### config.mk
export PLATFORM = sky130hd
export DESIGN_NAME = cpu_phase_sequencer
export DESIGN_NICKNAME = d
export VERILOG_FILES = /design/src/rtl/cpu_ctrl_pkg.sv /design/src/rtl/tick_timeout_counter.sv /design/src/rtl/cpu_phase_sequencer.sv
export SDC_FILE = /design/constraint.sdc
export NUM_CORES = 1
export LEC_CHECK = 0
export BUFFER_PORTS_ARGS = -buffer_cell sky130_fd_sc_hd__buf_2
export CORE_MARGIN = 10
export CORE_UTILIZATION = 51
export CTS_BUF_LIST = sky130_fd_sc_hd__clkbuf_8 sky130_fd_sc_hd__clkbuf_16
export CTS_CLUSTER_DIAMETER = 80
export DETAILED_ROUTE_END_ITERATION = 16
export PLACE_DENSITY = 0.87
export SYNTH_ARGS = -nofsm -noshare
export SYNTH_HDL_FRONTEND = slang
export SYNTH_SLANG_ARGS = --single-unit
### constraint.sdc
create_clock -name clk -period 3.23 [get_ports clk]
set_input_delay 0.323 -clock clk [delete_from_list [all_inputs] [get_ports clk]]
set_output_delay 0.323 -clock clk [all_outputs]
set_load 0.01 [all_outputs]
### src/rtl/cpu_ctrl_pkg.sv
// Shared encodings for the RV32I multicycle control path.
package cpu_ctrl_pkg;

  localparam int SEQ_STATE_W = 3;

  typedef enum logic [SEQ_STATE_W-1:0] {
    ST_HALT      = 3'd0,
    ST_FETCH     = 3'd1,
    ST_DECODE    = 3'd2,
    ST_EXECUTE   = 3'd3,
    ST_MEMORY    = 3'd4,
    ST_WRITEBACK = 3'd5,
    ST_FAULT     = 3'd6
  } seq_state_t;

endpackage

### src/rtl/tick_timeout_counter.sv
// Saturating 8-bit tick counter for the memory-wait watchdog.
// last flags one tick left before LIMIT; expired flags LIMIT reached.
module tick_timeout_counter #(
  parameter int LIMIT = 16
) (
  input  logic clk,
  input  logic reset_n,
  input  logic clear,
  input  logic inc,
  output logic last,
  output logic expired
);

  localparam logic [7:0] LIMIT_C = 8'(LIMIT);
  localparam logic [7:0] LAST_C  = 8'(LIMIT - 1);

  logic [7:0] count;

  always_ff @(posedge clk or negedge reset_n) begin
    if (!reset_n) begin
      count <= 8'd0;
    end else if (clear) begin
      count <= 8'd0;
    end else if (inc && (count != 8'hFF)) begin
      count <= count + 8'd1;
    end
  end

  assign last    = (count == LAST_C);
  assign expired = (count == LIMIT_C);

endmodule

### src/rtl/cpu_phase_sequencer.sv
// Multicycle FETCH/DECODE/EXECUTE/MEMORY/WRITEBACK sequencer with debug halt/step,
// memory-wait watchdog and retired-instruction counter; enables are one clk wide.
module cpu_phase_sequencer
  import cpu_ctrl_pkg::*;
#(
  parameter int MEM_TIMEOUT   = 16,
  parameter int CNT_WIDTH     = 32,
  parameter bit START_RUNNING = 1'b0
) (
  input  logic                   clk,
  input  logic                   reset_n,
  input  logic                   tick,
  input  logic                   tick_n,
  input  logic                   run,
  input  logic                   step_req,
  input  logic                   halt_req,
  input  logic                   clear_fault,
  input  logic                   is_mem_op,
  input  logic                   mem_ready,
  output logic                   fetch_en,
  output logic                   decode_en,
  output logic                   exec_en,
  output logic                   mem_en,
  output logic                   wb_en,
  output logic                   pc_en,
  output logic                   mem_req,
  output logic [SEQ_STATE_W-1:0] state_o,
  output logic                   halted,
  output logic                   fault,
  output logic                   retire,
  output logic [CNT_WIDTH-1:0]   instret
);

  localparam seq_state_t RESET_STATE = START_RUNNING ? ST_FETCH : ST_HALT;

  seq_state_t state;
  logic       step_flag;
  logic       mem_flag;
  logic       tmo_clear;
  logic       tmo_inc;
  logic       tmo_last;
  logic       tmo_expired;

  // Count only missed-ready ticks while in MEMORY; anything else restarts the budget.
  assign tmo_inc   = (state == ST_MEMORY) && tick && !mem_ready;
  assign tmo_clear = (state != ST_MEMORY) || (tick && mem_ready);

  tick_timeout_counter #(
    .LIMIT (MEM_TIMEOUT)
  ) u_mem_watchdog (
    .clk     (clk),
    .reset_n (reset_n),
    .clear   (tmo_clear),
    .inc     (tmo_inc),
    .last    (tmo_last),
    .expired (tmo_expired)
  );

  always_ff @(posedge clk or negedge reset_n) begin
    if (!reset_n) begin
      state     <= RESET_STATE;
      step_flag <= 1'b0;
      mem_flag  <= 1'b0;
      instret   <= '0;
    end else begin
      case (state)
        // Debug exits are sampled every clk so a one-clk request is never lost.
        ST_HALT: begin
          if (!halt_req && (run || step_req)) begin
            state     <= ST_FETCH;
            step_flag <= !run;
          end
        end
        ST_FETCH: begin
          if (tick) state <= ST_DECODE;
        end
        ST_DECODE: begin
          if (tick) begin
            mem_flag <= is_mem_op;
            state    <= ST_EXECUTE;
          end
        end
        ST_EXECUTE: begin
          if (tick) state <= mem_flag ? ST_MEMORY : ST_WRITEBACK;
        end
        ST_MEMORY: begin
          if (tick) begin
            if (mem_ready) begin
              state <= ST_WRITEBACK;
            end else if (tmo_last || tmo_expired) begin
              state <= ST_FAULT;
            end
          end
        end
        ST_WRITEBACK: begin
          if (tick) begin
            instret   <= instret + CNT_WIDTH'(1);
            step_flag <= 1'b0;
            state     <= (halt_req || step_flag) ? ST_HALT : ST_FETCH;
          end
        end
        ST_FAULT: begin
          if (clear_fault) state <= ST_HALT;
        end
        default: state <= ST_FAULT;
      endcase
    end
  end

  // Gated by reset_n so a running reset state can never leak a partial enable.
  always_comb begin
    fetch_en  = 1'b0;
    decode_en = 1'b0;
    exec_en   = 1'b0;
    mem_en    = 1'b0;
    wb_en     = 1'b0;
    pc_en     = 1'b0;
    mem_req   = 1'b0;
    retire    = 1'b0;
    if (reset_n) begin
      case (state)
        ST_FETCH:   fetch_en  = tick;
        ST_DECODE:  decode_en = tick;
        ST_EXECUTE: exec_en   = tick;
        ST_MEMORY: begin
          mem_req = 1'b1;
          mem_en  = tick && mem_ready;
        end
        ST_WRITEBACK: begin
          wb_en  = tick_n;
          pc_en  = tick;
          retire = tick;
        end
        default: ;
      endcase
    end
  end

  assign state_o = state;
  assign halted  = (state == ST_HALT);
  assign fault   = (state == ST_FAULT);

endmodule

==> results by group, run 1 <==
Run status
  • Status: finished, final reports clean

Power and ir drop
  • Leakage power total: roughly 1.4 nW
  • Switching pwr: ~0.5 mW
  • Maximum VDD drop: between 400 and 500 µV
  • P per Cell Area: around 520 nW/µm²
  • Sequential share of power: 47.3%
  • Tot Pwr: 1.523 mW
  • Clock power share: 28.0%
  • Switch share: around 33%
  • P_int: about 1.0 mW
  • Logic pwr share: between 20% and 30%

Floorplanning
  • Core area: about 4800 µm²
  • DIE AREA: between 8000 and 9000 µm²
  • Initial Util: about 53%
  • I/O Pins: 55
  • Die width: a little over 90 µm
  • Row cnt: 25
  • Height of the die: about 91 µm

Worst setup path
  • Worst Path Arrival: 1.94 ns
  • CP Launch Point: state_o[2]$_DFFE_PN0P_
  • CP cell instances: nand2_1 -> nor3_1 -> buf_2
  • Slowest stage delay, CP: 0.80 ns
  • Slowest cell on crit path: dfrtp_1
  • Worst reg2reg path endpoint: instret[29]$_DFFE_PN0N_
  • Reg-to-reg slack, setup: 1.21 ns
  • Worst EP required: just under 3 ns
  • Setup crit end: mem_en
  • Crit path capture type: primary output
  • Critical setup path kind: reg2out
  • Critical path launch point type: register
  • Critical path fanouts, max: 22
  • Crit Reg-Reg Startpoint: state_o[2]$_DFFE_PN0P_
  • R2R depth: 4

CTS
  • Number of H-tree levels: 2
  • Clock Root Buffer: clkbuf_8
  • Clk slew on worst S/H paths: about 0.080 ns
  • Clock Sinks: 45
  • Maximum clock path buffer count: 2
  • CTS Buf Count: 5
  • Clock latency on the worst-skew pair: 0.30 ns
  • TritonCTS clock tree: built

Timing
  • Final Setup Violations: 0
  • Fin. Hold Viols: 0
  • Count of pins over their slew limit: 0
  • Clock Skews: roughly 0.0067 ns
  • Period utilization: around 70%
  • Relative slew slack: 53.58%
  • Hold slack final: around 0.20 ns
  • Period minus WS final: about 2.3 ns
  • Setup TNS: 0 ns
  • Actual slew at the worst max-slew pin: between 0.6 and 0.7 ns
  • RSZ-0062 raised after global routing: false
  • Max Fclk: between 0.4 and 0.5 GHz

Logic synthesis
  • Syn Inst Count: about 240
  • Netlist cell types: 57
  • Syn Nets: between 200 and 300
  • Synth top cells by count: 45 x dfrtp_1, 28 x xnor2_1, 22 x nand2_1, 15 x nand3_1, 12 x nand4_1
  • Top area cells in the synthesized netlist: dfrtp_1 44%, xnor2_1 9.6%, nand2_1 3.2%
  • Seq/Total Area, Yosys: about 44%
  • Top-count cell post-synth: dfrtp_1
  • Most used DFF post-synth: dfrtp_1
  • Post-synth EDFFs: 0
  • Top cell type's share of synthesized area: ~44%
  • Synthesized flop and latch total: 45
  • Post-synth top area cell: dfrtp_1
  • Syn Std Cell Area: approximately 2500 µm²
  • Syn avg cell area: roughly 11 µm²
  • Async SR Flop Fraction: between 90% and 100%
  • YS warnings: 0

Placement
  • Port bufs: 54
  • DP Wirelength: 4257 µm
  • Routability cong.: 0.8488
  • Placed Instances: roughly 350

Layout
  • Area growth from synthesis to layout: 16.07%
  • Non-Filler Instances: 360
  • Final #Nets: about 310
  • Layout cells sized above 1: between 20% and 30%
  • Diode count: 0
  • Final Util: 61.75%

Global route
  • Total GRT Usage: around 14%
  • Vias in the first global route: 2,053
  • GR Overflow Total: 0
  • First-pass GRT wire length: around 9900 µm
  • Initial antenna violation count: 0
  • Largest net degree at the start of global routing: slightly above 40

Hold path
  • HP Class: in2reg
  • WHS Path Cells: 2

Routing
  • Average vias per placed instance: about 5.7
  • DR WL/cell: ~16 µm
  • Vias: approximately 2,000
  • DRT iter0 DRCs: 132
  • Drt pass-1 iters: 5
  • DR DRC count: 0
  • Routed wire length: approximately 5800 µm
  • ANT nets after route: 0

Flow run
  • Max-cap violations: 0
power by group through the flow:
| stage | clock network (mW) | registers, mW | logic, mW |
|---|---|---|---|
| after detailed placement | 0 | 0.730 | 0.378 |
| after global placement | 0 | 0.726 | 0.363 |
| final | 0.427 | 0.721 | 0.375 |
| after floorplan | 0 | 0.672 | 0.329 |
| after CTS | 0.437 | 0.719 | 0.380 |
| after global routing | 0.466 | 0.734 | 0.414 |
layout make-up:
type                    instances  area [µm²]
fillers                       440        1831
multi-input cells             177        1320
flip-flops and latches         45        1126
repair buffers                 56       287.8
well taps                      67       83.83
clock buffers                   5       68.82
clock inverters                 3       42.54
inverters                       7       26.28
sequential cells by signal, summed over array words and instances, names as in the netlist:
register / count
state_o: 3
mem_flag: 1
step_flag: 1
u_mem_watchdog.count: 8
instret: 32
per-stage QoR:
| stage | cell area, µm² | setup slack (ns) |
|---|---|---|
| floorplan | 2546 | 1.491 |
| global placement | 2834 | 1.282 |
| detailed placement | 2834 | 1.248 |
| CTS | 2955 | 0.9525 |
| global route | 2955 | 0.8419 |
| finish | 2955 | 0.9718 |
cells by family after synthesis:
logic type	after synthesis	synth area share, %
AND/OR/NAND/NOR	104	26.09
flip-flops	45	44.23
AO/OA/AOI/OAI	36	12.19
XOR/XNOR	31	10.66
buffers and inverters	20	3.931
multiplexers	3	1.425
adder cells (fa/ha/maj)	3	1.474
worst min-delay path by stage:
| stage | startpoint | end | slack (ns) |
|---|---|---|---|
| after CTS | run | step_flag$_DFFE_PN0P_ | 0.20 |
| after floorplan | reset_n | instret[0]$_DFFE_PN0N_ | 0.03 |
| after global placement | reset_n | u_mem_watchdog.count[4]$_DFFE_PN0P_ | 0.17 |
| final | run | step_flag$_DFFE_PN0P_ | 0.20 |
| after global routing | run | step_flag$_DFFE_PN0P_ | 0.19 |
| after detailed placement | reset_n | u_mem_watchdog.count[4]$_DFFE_PN0P_ | 0.18 |
routing by layer:
layer | share of wire [%] | GRT usage [%] | up-vias | routed length [µm]
li1 | - | - | 982 | -
met2 | 45 | 22.12 | 81 | 2564
met5 | 0 | 0 | - | 0
met3 | 7.7 | 5.237 | 8 | 443
met4 | 1.3 | 4.377 | 0 | 72
met1 | 46 | 17.62 | 965 | 2669
timing repair:
action | CTS | global route
hold buffers | 1 | 0
setup buffers | 0 | 0
resized for setup | 0 | 0
hold endpoints to repair | 5 | 0
cell usage in the layout (no fill, tap or decap), types with 2 or more instances in the layout:
| master | synthesis | final |
|---|---|---|
| nor3_2 | 2 | 2 |
| and3_1 | 8 | 8 |
| nor4_4 | 2 | 2 |
| and2_1 | 2 | 2 |
| dfrtp_1 | 45 | 45 |
| a21o_1 | 2 | 2 |
| and4_1 | 3 | 3 |
| nand2b_1 | 5 | 5 |
| inv_1 | 7 | 8 |
| nor2_1 | 9 | 9 |
| a31oi_1 | 3 | 3 |
| nand2_1 | 22 | 22 |
| a31o_1 | 2 | 2 |
| nor4_1 | 5 | 5 |
| xor2_1 | 3 | 3 |
| a211oi_2 | 2 | 2 |
| nand3_1 | 15 | 15 |
| buf_2 | 5 | 54 |
| nand3b_1 | 2 | 2 |
| clkbuf_8 | 0 | 5 |
| nor3_1 | 8 | 8 |
| nand4_1 | 12 | 12 |
| a21oi_1 | 8 | 8 |
| xnor2_1 | 28 | 28 |
| a311o_1 | 2 | 2 |
| ha_1 | 3 | 3 |
worst max-delay path: cells and delay by family (launching register included):
kind / cells / cell delay [ns]
flops: 1 / 0.80
simple gates: 2 / 0.68
buf+inv: 1 / 0.16
(Power assumes the default switching activity.)
==> run 2: changes to the inputs <==
--- a/config.mk
+++ b/config.mk
@@ -5,9 +5,10 @@
 export SDC_FILE = /design/constraint.sdc
 export NUM_CORES = 1
 export LEC_CHECK = 0
+export ABC_AREA = 1
 export BUFFER_PORTS_ARGS = -buffer_cell sky130_fd_sc_hd__buf_2
 export CORE_MARGIN = 10
-export CORE_UTILIZATION = 51
+export CORE_UTILIZATION = 50
 export CTS_BUF_LIST = sky130_fd_sc_hd__clkbuf_8 sky130_fd_sc_hd__clkbuf_16
 export CTS_CLUSTER_DIAMETER = 80
 export DETAILED_ROUTE_END_ITERATION = 16
==> constraint.sdc (replaced) <==
create_clock -name clk -period 2 [get_ports clk]
set_input_delay 0.2 -clock clk [delete_from_list [all_inputs] [get_ports clk]]
set_output_delay 0.2 -clock clk [all_outputs]
set_load 0.01 [all_outputs]
==> results by group, run 2 <==
Run status
  • Status: finished, final reports clean

Worst setup path
  • Worst Path Arrival: about 1.5 ns
  • Worst EP required: about 1.8 ns
  • Critical path launch point type: register
  • Critical setup path kind: reg2out
  • Critical path fanouts, max: 11
  • Crit path capture type: primary output

Timing
  • Period utilization: between 80% and 90%
  • Fin. Hold Viols: 0
  • Max Fclk: 0.5893 GHz
  • Clock Skews: approximately 0.011 ns
  • Count of pins over their slew limit: 0
  • Setup TNS: 0 ns
  • Relative slew slack: between 60% and 70%
  • Final Setup Violations: 0
  • RSZ-0062 raised after global routing: false
  • Period minus WS final: 1.697 ns
  • Actual slew at the worst max-slew pin: slightly below 0.5 ns
  • Hold slack final: around 0.12 ns

Logic synthesis
  • Seq/Total Area, Yosys: between 30% and 40%
  • Most used DFF post-synth: dfrtp_1
  • Syn avg cell area: between 6 and 7 µm²
  • Netlist cell types: 28
  • Top area cells in the synthesized netlist: dfrtp_1 39%, nand2_1 22%, nor2_1 8.2%
  • Async SR Flop Fraction: 100.0%
  • Top-count cell post-synth: nand2_1
  • Synth top cells by count: 169 x nand2_1, 63 x nor2_1, 45 x dfrtp_1, 37 x inv_1, 23 x nand3_1
  • Syn Std Cell Area: about 2900 µm²
  • Syn Nets: 438
  • Post-synth EDFFs: 0
  • YS warnings: 0
  • Top cell type's share of synthesized area: slightly below 40%
  • Syn Inst Count: around 430
  • Post-synth top area cell: dfrtp_1
  • Synthesized flop and latch total: 45

Layout
  • Non-Filler Instances: between 500 and 600
  • Most frequent cells in the layout: 169 x nand2_1, 63 x nor2_1, 54 x buf_2
  • Diode count: 0
  • Largest register FFs: 32
  • Fill cells: 534
  • Area growth from synthesis to layout: 15.08%
  • Layout cells sized above 1: roughly 18%
  • Largest register by flop count: instret
  • Final #Nets: roughly 500
  • Commonest non-fill, non-tap cell in the layout: nand2_1

Power and ir drop
  • Maximum VDD drop: 519.8 µV
  • Leakage power total: approximately 1.7 nW
  • Clock power share: a little under a quarter
  • Sequential share of power: 48.6%
  • P_int: roughly 1.5 mW
  • P per Cell Area: about 710 nW/µm²
  • Switch share: between 30 and 40%
  • Switching pwr: 0.8941 mW
  • Logic pwr share: about 28%

Global route
  • GR Overflow Total: 0
  • Initial antenna violation count: 0
  • Total GRT Usage: between 10% and 20%
  • Vias in the first global route: around 2,800
  • Largest net degree at the start of global routing: 35
  • First-pass GRT wire length: around 12,000 µm

Placement
  • DP Wirelength: around 5600 µm
  • Placed Instances: 548
  • Routability cong.: ~0.88
  • Port bufs: 54

Flow run
  • Max-cap violations: 0

Floorplanning
  • DIE AREA: approximately 9200 µm²
  • Core area: between 5000 and 6000 µm²
  • Row cnt: 27
  • Height of the die: approximately 96 µm
  • I/O Pins: 55
  • Initial Util: between 50% and 60%
  • Die width: about 96 µm

Routing
  • ANT nets after route: 0
  • Routed wire length: around 7000 µm
  • Average vias per placed instance: 5.081
  • DRT iter0 DRCs: 132
  • DR DRC count: 0
  • Vias: around 2,800
  • DR WL/cell: roughly 13 µm
  • Drt pass-1 iters: 4

CTS
  • Number of H-tree levels: 2
  • Clk slew on worst S/H paths: 0.08 ns
  • Post-CTS setup buffers: 0
  • CTS Buf Count: 5
  • TritonCTS clock tree: built
  • Clock Root Buffer: clkbuf_8
  • Maximum clock path buffer count: 2
  • Clock latency on the worst-skew pair: between 0.3 and 0.4 ns
  • Clock Sinks: 45

Hold path
  • HP Class: in2reg
run 2: power groups by stage:
stage / logic (mW) / clock network, mW / registers [mW]
after floorplan: 0.537 / 0 / 1.09
after global placement: 0.646 / 0 / 1.15
after detailed placement: 0.656 / 0 / 1.16
after CTS: 0.660 / 0.566 / 1.15
after global routing: 0.749 / 0.611 / 1.17
final: 0.652 / 0.563 / 1.15
run 2: metrics by stage:
stage | area [µm²] | setup WS [ns] | util (%) | power, mW
finish | 3332 | 0.3029 | 59.78 | 2.365
global route | 3332 | 0.1503 | 59.78 | 2.528
CTS | 3332 | 0.2858 | 59.78 | 2.372
detailed placement | 3238 | 0.3712 | 58.09 | 1.821
global placement | 3238 | 0.4174 | 58.09 | 1.800
floorplan | 2895 | 0.5343 | - | 1.627
run 2: worst max-delay path, cell delays in order (launching register included):
cell	delay, ns
dfrtp_1	0.65
nand3_2	0.24
nor2_1	0.15
buf_2	0.15
run 2: per-layer routing:
| metal | up-vias | part of all wire (%) | GRT usage, % |
|---|---|---|---|
| met5 | - | 0 | 0 |
| met2 | 74 | 48 | 27.80 |
| met1 | 1302 | 43 | 18.78 |
| met4 | 0 | 1.9 | 5.405 |
| li1 | 1439 | - | - |
| met3 | 15 | 7.2 | 4.358 |
run 2: path summary, 6_finish.rpt:
| path | start | cells past startpoint | slack [ns] | end |
|---|---|---|---|---|
| setup / recovery | state_o[0]$_DFFE_PN0P_ | 3 | 0.30 | pc_en |
| hold / removal | is_mem_op | 3 | 0.12 | mem_flag$_DFFE_PN0N_ |
| setup reg to reg | state_o[0]$_DFFE_PN0P_ | 9 | 0.33 | state_o[0]$_DFFE_PN0P_ |
| hold reg to reg | step_flag$_DFFE_PN0P_ | 2 | 0.51 | step_flag$_DFFE_PN0P_ |
| max in group asynchronous | reset_n | 3 | 1.02 | instret[31]$_DFFE_PN0N_ |
| min in group asynchronous | reset_n | 2 | 0.29 | state_o[0]$_DFFE_PN0P_ |
run 2: final cells by class:
type | instances | area, µm² | share of cell area (%)
tap | 72 | 90.09 | 2.704
timing repair buffer | 58 | 302.8 | 9.087
clock buffer | 5 | 68.82 | 2.065
inverter | 45 | 171.4 | 5.145
clock inverter | 3 | 15.01 | 0.4506
sequential | 45 | 1126 | 33.80
multi-input combinational | 329 | 1558 | 46.75
run 2: cell families (layout without fill, tap and decap cells):
logic type,after synthesis,count (layout),synth area share [%]
simple gates,297,297,44.73
fa+ha+maj,3,3,1.297
buf+inv,51,111,7.304
flops,45,45,38.89
xor+xnor,19,19,5.748
compound gates,10,10,2.031
run 2: what timing repair did:
item / CTS / global route
gates resized for setup: 0 / 0
hold endpoints to repair: 7 / 0
hold buffers: 1 / 0
